$ cat src/rtl/sdram_init_rfsh_seq.sv
// SDRAM power-up command sequencer and periodic auto-refresh bus owner.
// Define SDRAM_RFSH_URGENT_EN to add rfsh_urgent and a saturation warning.
module sdram_init_rfsh_seq #(
    parameter int         INIT_WAIT     = 10000,
    parameter int         SDRAM_TRP_D   = 2,
    parameter int         SDRAM_TRCAR_D = 7,
    parameter int         SDRAM_TMRD_D  = 2,
    parameter int         SDRAM_RFSH    = 256,
    parameter int         CAS_LAT       = 3,
    parameter logic [2:0] BURST_LEN     = 3'b011,
    parameter int         ADDR_W        = 13
) (
    input  logic              sdram_clk,
    input  logic              sdram_rst,
    input  logic              rfsh_gnt,
    output logic              sdram_cke,
    output logic              sdram_cs_n,
    output logic              sdram_ras_n,
    output logic              sdram_cas_n,
    output logic              sdram_we_n,
    output logic [ADDR_W-1:0] sdram_addr,
    output logic              cmd_own,
    output logic              init_done,
    output logic              rfsh_req,
`ifdef SDRAM_RFSH_URGENT_EN
    output logic              rfsh_urgent,
`endif
    output logic [2:0]        rfsh_pending
);

    localparam int TMR_W = $clog2(INIT_WAIT + SDRAM_TRP_D + SDRAM_TRCAR_D + SDRAM_TMRD_D + 1);
    localparam int IVL_W = $clog2(SDRAM_RFSH);

    localparam logic [TMR_W-1:0]  INIT_LD = TMR_W'(INIT_WAIT - 1);
    localparam logic [TMR_W-1:0]  TRP_LD  = TMR_W'(SDRAM_TRP_D - 1);
    localparam logic [TMR_W-1:0]  TRC_LD  = TMR_W'(SDRAM_TRCAR_D - 1);
    localparam logic [TMR_W-1:0]  TMRD_LD = TMR_W'(SDRAM_TMRD_D - 1);
    localparam logic [IVL_W-1:0]  IVL_LD  = IVL_W'(SDRAM_RFSH - 1);

    localparam logic [2:0] CMD_NOP  = 3'b111;
    localparam logic [2:0] CMD_PRE  = 3'b010;
    localparam logic [2:0] CMD_AREF = 3'b001;
    localparam logic [2:0] CMD_LMR  = 3'b000;

    localparam logic [ADDR_W-1:0] A10_WORD  = ADDR_W'(1) << 10;
    localparam logic [ADDR_W-1:0] MODE_WORD = ADDR_W'({3'(CAS_LAT), 1'b0, BURST_LEN});

    // state        | meaning
    // INIT_WAIT    | power-up NOP wait, cke already high
    // PRE / TRP    | precharge-all, then tRP NOPs
    // AREFn / TRCn | init auto-refresh n, then tRC NOPs
    // LMR / TMRD   | mode register load, then tMRD NOPs
    // IDLE         | bus released to arbiter, waiting for grant
    // RFSH_*       | owned refresh window: AREF, then tRC NOPs
    typedef enum logic [3:0] {
        S_INIT_WAIT, S_PRE, S_TRP, S_AREF1, S_TRC1, S_AREF2, S_TRC2,
        S_LMR, S_TMRD, S_IDLE, S_RFSH_AREF, S_RFSH_TRC
    } state_t;

    state_t            state_q, state_d;
    logic [TMR_W-1:0]  tmr_q, tmr_d;
    logic [IVL_W-1:0]  ivl_q, ivl_d;
    logic [2:0]        pend_q, pend_d;
    logic [2:0]        cmd_q, cmd_d;
    logic [ADDR_W-1:0] addr_q, addr_d;
    logic              cke_q;
    logic              own_q, own_d;
    logic              done_q, done_d;
    logic              req_q, req_d;
    logic              wrap, aref_now, tc;

    always_comb begin
        state_d  = state_q;
        tmr_d    = tmr_q;
        ivl_d    = ivl_q;
        pend_d   = pend_q;
        wrap     = 1'b0;
        aref_now = (state_q == S_RFSH_AREF);
        tc       = (tmr_q == '0);

        unique case (state_q)
            S_INIT_WAIT: begin
                // cke_q low means this is the first cycle out of reset
                if (!cke_q)  tmr_d = INIT_LD;
                else if (tc) state_d = S_PRE;
                else         tmr_d = tmr_q - 1'b1;
            end
            S_PRE:       begin state_d = S_TRP;  tmr_d = TRP_LD; end
            S_TRP:       if (tc) state_d = S_AREF1; else tmr_d = tmr_q - 1'b1;
            S_AREF1:     begin state_d = S_TRC1; tmr_d = TRC_LD; end
            S_TRC1:      if (tc) state_d = S_AREF2; else tmr_d = tmr_q - 1'b1;
            S_AREF2:     begin state_d = S_TRC2; tmr_d = TRC_LD; end
            S_TRC2:      if (tc) state_d = S_LMR; else tmr_d = tmr_q - 1'b1;
            S_LMR:       begin state_d = S_TMRD; tmr_d = TMRD_LD; end
            S_TMRD:      if (tc) state_d = S_IDLE; else tmr_d = tmr_q - 1'b1;
            S_IDLE:      if (rfsh_gnt && req_q) state_d = S_RFSH_AREF;
            S_RFSH_AREF: begin state_d = S_RFSH_TRC; tmr_d = TRC_LD; end
            S_RFSH_TRC: begin
                if (tc) state_d = (pend_q != 3'd0) ? S_RFSH_AREF : S_IDLE;
                else    tmr_d = tmr_q - 1'b1;
            end
            default:     state_d = S_INIT_WAIT;
        endcase

        if (done_q) begin
            if (ivl_q == '0) begin
                wrap  = 1'b1;
                ivl_d = IVL_LD;
            end else begin
                ivl_d = ivl_q - 1'b1;
            end
        end else if (state_d == S_IDLE) begin
            ivl_d = IVL_LD;
        end

        // a wrap coinciding with an AREF cancels out
        if (wrap && !aref_now)
            pend_d = (pend_q == 3'd7) ? 3'd7 : pend_q + 3'd1;
        else if (!wrap && aref_now && pend_q != 3'd0)
            pend_d = pend_q - 3'd1;

        cmd_d  = CMD_NOP;
        addr_d = '0;
        case (state_d)
            S_PRE:                         begin cmd_d = CMD_PRE; addr_d = A10_WORD; end
            S_AREF1, S_AREF2, S_RFSH_AREF: cmd_d = CMD_AREF;
            S_LMR:                         begin cmd_d = CMD_LMR; addr_d = MODE_WORD; end
            default:                       ;
        endcase

        own_d  = (state_d != S_IDLE);
        done_d = done_q | (state_d == S_IDLE);
        req_d  = done_d && (pend_d != 3'd0);
    end

    always_ff @(posedge sdram_clk) begin
        if (sdram_rst) begin
            state_q <= S_INIT_WAIT;
            tmr_q   <= '0;
            ivl_q   <= '0;
            pend_q  <= 3'd0;
            cmd_q   <= CMD_NOP;
            addr_q  <= '0;
            cke_q   <= 1'b0;
            own_q   <= 1'b1;
            done_q  <= 1'b0;
            req_q   <= 1'b0;
        end else begin
            state_q <= state_d;
            tmr_q   <= tmr_d;
            ivl_q   <= ivl_d;
            pend_q  <= pend_d;
            cmd_q   <= cmd_d;
            addr_q  <= addr_d;
            cke_q   <= 1'b1;
            own_q   <= own_d;
            done_q  <= done_d;
            req_q   <= req_d;
        end
    end

`ifdef SDRAM_RFSH_URGENT_EN
    logic urgent_q, sat_seen_q, ovf;

    assign ovf = wrap && !aref_now && (pend_q == 3'd7);

    always_ff @(posedge sdram_clk) begin
        if (sdram_rst) begin
            urgent_q   <= 1'b0;
            sat_seen_q <= 1'b0;
        end else begin
            urgent_q   <= (pend_d >= 3'd4);
            sat_seen_q <= sat_seen_q | ovf;
        end
    end

`ifndef SYNTHESIS
    always_ff @(posedge sdram_clk) begin
        if (!sdram_rst && ovf && !sat_seen_q)
            $error("sdram_init_rfsh_seq: refresh pending saturated, refresh dropped");
    end
`endif

    assign rfsh_urgent = urgent_q;
`endif

    assign sdram_cke    = cke_q;
    assign sdram_cs_n   = 1'b0;
    assign sdram_ras_n  = cmd_q[2];
    assign sdram_cas_n  = cmd_q[1];
    assign sdram_we_n   = cmd_q[0];
    assign sdram_addr   = addr_q;
    assign cmd_own      = own_q;
    assign init_done    = done_q;
    assign rfsh_req     = req_q;
    assign rfsh_pending = pend_q;

endmodule
$ cat config.mk
export PLATFORM = sky130hd
export DESIGN_NAME = sdram_init_rfsh_seq
export DESIGN_NICKNAME = d
export VERILOG_FILES = /design/src/rtl/sdram_init_rfsh_seq.sv
export SDC_FILE = /design/constraint.sdc
export NUM_CORES = 1
export LEC_CHECK = 0
export CORE_MARGIN = 2
export CORE_UTILIZATION = 30
export CTS_CLUSTER_SIZE = 14
export DETAILED_ROUTE_END_ITERATION = 16
export SLEW_MARGIN = 0
export SYNTH_ARGS = -nofsm -noshare
export SYNTH_HDL_FRONTEND = slang
export SYNTH_SLANG_ARGS = --single-unit
$ cat constraint.sdc
create_clock -name sdram_clk -period 3.81 [get_ports sdram_clk]
set_input_delay 0.762 -clock sdram_clk [delete_from_list [all_inputs] [get_ports sdram_clk]]
set_output_delay 0.762 -clock sdram_clk [all_outputs]
set_load 0.01 [all_outputs]
# --- Word-level counts from Yosys, hierarchy flattened ---
# Cells that the tools add are included.
totals:
  ff_bits: 49
  latch_bits: 0
  ramBits: 0
  romBits: 0
  inputBits: 3
  output_inout_bits: 24
  wordCells: 76
  n_memories: 0
classes:
  add_sub_neg: 4
  multipliers: 0
  div: 0
  n_lt_le_gt_ge: 0
  eq_ne: 19
  shifts: 0
  n_mux: 24
  bitwise_logic: 1
  n_reduce_logical: 18
op_table:
  columns: ["op", "n"]
  rows:
  - ["14-bit one-hot mux with 4 select lines", 1]
  - ["4-bit one-hot mux with 12 select lines", 1]
  - ["4-bit 2-to-1 mux", 8]
  - ["14-bit 2-to-1 mux", 2]
  - ["4-bit by 3-bit equality test with 1-bit output (second input constant)", 6]
  - ["4-bit equality test (second input constant)", 6]
  - ["8-bit 2-to-1 mux", 3]
  - ["11-bit one-hot mux with 2 select lines", 1]
  - ["14-bit zero test", 1]
  - ["14-bit by 1-bit subtractor with 14-bit output (second input constant)", 1]
  - ["4-bit by 2-bit equality test with 1-bit output (second input constant)", 3]
  - ["3-bit 2-to-1 mux", 3]
  - ["3-bit one-hot mux with 3 select lines", 1]
  - ["4-bit by 1-bit equality test with 1-bit output (second input constant)", 2]
  - ["8-bit zero test", 1]
  - ["8-bit by 1-bit subtractor with 8-bit output (second input constant)", 1]
  - ["3-bit nonzero test", 2]
  - ["3-bit OR reduction", 2]
  - ["1-bit logical AND", 5]
  - ["5-bit OR reduction", 1]
  - ["4-bit zero test", 1]
  - ["4-bit inequality test (second input constant)", 1]
  - ["4-bit nonzero test", 1]
  - ["3-bit by 1-bit adder with 3-bit output (second input constant)", 1]
  - ["8 further kinds", 11]

# --- Logic depth before layout (Yosys ltp) ---
logic_depth:
  ltp_word: 10
  ltp_mapped: 9
  ltp_nobuf: 8

# --- Worst setup path after synthesis ---
# No wires, ideal clock.
synth_timing:
  path_type: "register to register"
  start: "reg tmr_q[0]"
  end: "reg ivl_q[6]"
  setup_time_ps: 96
  arrival_ps: 2613
  required_ps: 3714
  slack_ps: 1102
  stages_incl_launch_ff: 10
  path_buffers: 1
  synth_period_minus_slack_ps: 2708
  path_cell_list: "dfxtp_1 inv_1 ha_1 or4b_4 or4b_1 buf_2 a2111oi_4 nor2_2 o31a_4 o41ai_2"
synth_between:
  elab_chain_len: 6
  word_cells_on_any_way: 11
  classes_between: "1 x eq/ne; 8 x mux; 2 x reduce/logical"
synth_lines:
  columns: ["element", "line", "source"]
  rows:
  - ["start, declared", "61", "logic [TMR_W-1:0] tmr_q, tmr_d;"]
  - ["start signal, assigned", "150", "tmr_q <= tmr_d;"]
  - ["14-bit zero test *", "79", "tc = (tmr_q == '0);"]
  - ["4-bit 2-to-1 mux", "85", "else if (tc) state_d = S_PRE;"]
  - ["4-bit 2-to-1 mux", "84", "if (!cke_q) tmr_d = INIT_LD;"]
  - ["4-bit one-hot mux with 12 select lines *", "81", "unique case (state_q)"]
  - ["4-bit equality test *", "112", "end else if (state_d == S_IDLE) begin"]
  - ["2-bit nonzero test (no line) *", null, null]
  - ["end signal, assigned", "151", "ivl_q <= ivl_d;"]
  - ["end, declared", "62", "logic [IVL_W-1:0] ivl_q, ivl_d;"]
# Mark *: on every way between the ends. The rest lies on a longest branch, timed or not.
# A chain may end at the register's enable or synchronous reset.

# --- Worst setup path after layout ---
layout_timing:
  start: "reg tmr_q[0]"
  end: "reg ivl_q[2]"
# The elaborated chain is that of the path after synthesis.

==> results by group <==
Synthesis
  • Number of synthesized flops with an enable pin: 0
  • Synth unique cells: 56
  • Count leader, synth: dfxtp_1
  • Cells after Synth: 274
  • Yosys top cell area share: about a third
  • Mapped Avg Cell Area: 8.156 µm²
  • Register area share after synthesis: 34.04%
  • Top_reg_cell synth: dfxtp_1
  • Post-synthesis async set-or-reset flop share: 0%
  • Ys Warns: 0
  • Synth top area cells: dfxtp_1 34%, a21oi_1 4.5%, buf_4 4.0%, o21ai_0 3.8%, nor2_1 3.7%
  • Seq cells post-synth: 38
  • Post-synthesis cell area: approximately 0.0022 mm²
  • Most instantiated cells after synthesis: 38 x dfxtp_1, 22 x nor2_1, 20 x a21oi_1, 17 x o21ai_0, 16 x nand2_1
  • Synth area leader: dfxtp_1

Power and ir drop
  • PwrDens: 346.0 mW/mm²
  • VDD IR max: between 0.0001 and 0.00015 V
  • LEAKAGE: 0.9120 nW

Timing
  • Slew headroom: between 40% and 50%
  • Fin Clk Skew: 7.581 ps
  • Final Critical Period: 2963 ps
  • Worst-Margin Slew: around 760 ps
  • RSZ-0062 raised after global routing: no
  • Sum Neg Setup Slack: 0 ps
  • Max Transition Viols Final: 0
  • Final setup viols: 0
  • Hold Fails Final Rpt: 0
  • Final period util: 77.77%
  • Fmax: about 0.34 GHz

Clock network
  • Inserted Clock Buffers: 5
  • Post-CTS Hold Fix Bufs: 0
  • Postcts setup bufs: 0
  • Clk_lat worst skew: 290 ps
  • Gates resized, CTS repair: 0
  • TritonCTS clock tree: yes
  • Clk slew on worst S/H paths: 80 ps
  • CTS max path bufs: 2
  • # H-tree levels: 2
  • Root buffer cell: clkbuf_8
  • Clk sinks: 38

Worst setup path
  • Critical path, cell by cell: inv_1 -> ha_1 -> or4b_4 -> or4b_1 -> a2111oi_4 -> nor2_2 -> o31a_4 -> o41ai_2
  • Worst path top cell family by delay: simple AND/OR/NAND/NOR gates
  • Worst path arrival time: 3170 ps
  • Startpoint types: flip-flop
  • Worst path required time: 4010 ps
  • CP peak stage delay: a little over 700 ps
  • Crit path max fanout: 8
  • Crit path buf inv count: 1
  • CP Capture Type: flip-flop
  • CP max-delay cell: or4b_1
  • WS Path Type: flip-flop to flip-flop

Floorplanning
  • IO Pins: 27
  • Core area: 0.007214 mm²
  • DIE WIDTH: around 90 µm
  • FP Rows: 31
  • Starting Density: 30.97%
  • Die Area: 0.008155 mm²
  • DIE HEIGHT: ~90 µm

Min path
  • Hold Crit Class: flip-flop to flip-flop

Placement
  • I/O Buffers: 17
  • Hpwl dp: between 3000 and 4000 µm
  • RD Place Congestion: 0.7953
  • Placed cell area: 0.002437 mm²

Drt
  • Total wire length: 4932 µm
  • Routed Antenna Nets: 0
  • Vias/cell: 5.180
  • Drt drc: 0
  • Drt pass-1 iters: 4
  • Total number of vias: 1,984
  • Initial DRC count: 173
  • WL per Instance: 12.88 µm

Run
  • Max-cap violations: 0

Cells and area
  • Ant. Diodes: 0
  • Fill cells: 771
  • Area delta synth->final: 14.11%
  • Final instance area: ~0.0025 mm²
  • Share of layout cells above drive strength 1: roughly 6.7%
  • Sequential cell area: 760.7 µm²
  • Area of the multi-input gates: 0.001311 mm²
  • Nets: 293

Global route
  • Vias in the first global route: 1,814
  • Overflow left after global routing: 0
  • Initial antenna violation count: 0
  • First-pass GRT wire length: 8438 µm
  • Largest net degree at the start of global routing: 22
  • GRT Overall Usage: 12.43%

Outcome
  • Status: completed
-- logic make-up (layout without fill, tap and decap cells) --
kind of cell / after synthesis / count (layout) / synth area share, %
flip-flops: 38 / 38 / 34.04
other: 1 / 9 / 0.1678
adder cells (fa/ha/maj): 6 / 6 / 3.359
XOR/XNOR: 9 / 9 / 3.528
AO/OA/AOI/OAI: 76 / 76 / 24.13
multiplexers: 3 / 3 / 1.344
buffers and inverters: 39 / 41 / 8.622
AND/OR/NAND/NOR: 102 / 102 / 24.80
-- final cells by class --
type	count	area share (%)
Clock buffer	6	3.238
Clock inverter	1	1.178
Inverter	15	2.208
Multi-Input combinational cell	205	51.42
Sequential cell	38	29.83
Tap cell	99	4.858
Timing Repair Buffer	19	7.262
-- stage by stage --
step	std cells	worst slack [ps]	power (mW)	util [%]	hold slack [ps]
after global routing	383	732.8	0.9208	35.35	541.8
after global placement	376	958.7	0.5373	33.78	488.4
after floorplan	282	1102	0.5205	-	462.9
after detailed placement	376	872.1	0.5382	33.78	499.1
final	383	847.0	0.8823	35.35	506.4
after CTS	383	846.9	0.8841	35.35	512.7
-- worst reg2reg max path, cell delays in order, from the launching register on --
cell,delay (ps)
dfxtp_1,340
inv_1,100
ha_1,170
or4b_4,500
or4b_1,710
a2111oi_4,300
nor2_2,150
o31a_4,350
o41ai_2,280
-- power breakdown --
part	total (mW)	internal (mW)	switching (mW)	leakage (nW)
clock network	0.352	0.210	0.143	0.0573
registers	0.428	0.411	0.0176	0.310
logic	0.102	0.0450	0.0570	0.545
total	0.882	0.665	0.217	0.912
-- state kept, by name, summed over array words and instances, names as in the netlist --
register,cells
cmd_own,1
cmd_q,3
init_done,1
ivl_q,8
rfsh_pending,3
rfsh_req,1
sdram_addr,2
sdram_cke,1
state_q,4
tmr_q,14
-- path summary, 6_finish.rpt --
check | startpoint | end | slack, ps | cells after the start
worst max-delay path | tmr_q[0] | ivl_q[2] | 850 | 8
worst min-delay path | tmr_q[10] | tmr_q[10] | 510 | 2
worst max register to register | tmr_q[0] | ivl_q[2] | 850 | 8
worst min register to register | tmr_q[10] | tmr_q[10] | 510 | 2
-- placed cells by master, fill, tap and decap left out, drive strengths merged, types with 6 or more instances in the layout --
cell type      instances
o21ai                 18
nand3                 10
a211oi                 6
xnor2                  6
nor4                   7
inv                   14
clkbuf                 6
nor2b                  7
nand2                 16
ha                     6
nor3                  14
nor3b                  7
a21oi                 20
conb                   9
dfxtp                 38
clkdlybuf4s50         17
nor2                  23
-- per-layer routing --
layer	up-vias	share of wire, %	global-route usage (%)
met2	28	46	19.92
met1	952	49	16.69
met3	7	3.2	2.588
met4	0	1.2	4.103
li1	997	-	-
met5	-	0	0
Note: power is estimated with default switching activity, not from simulation.
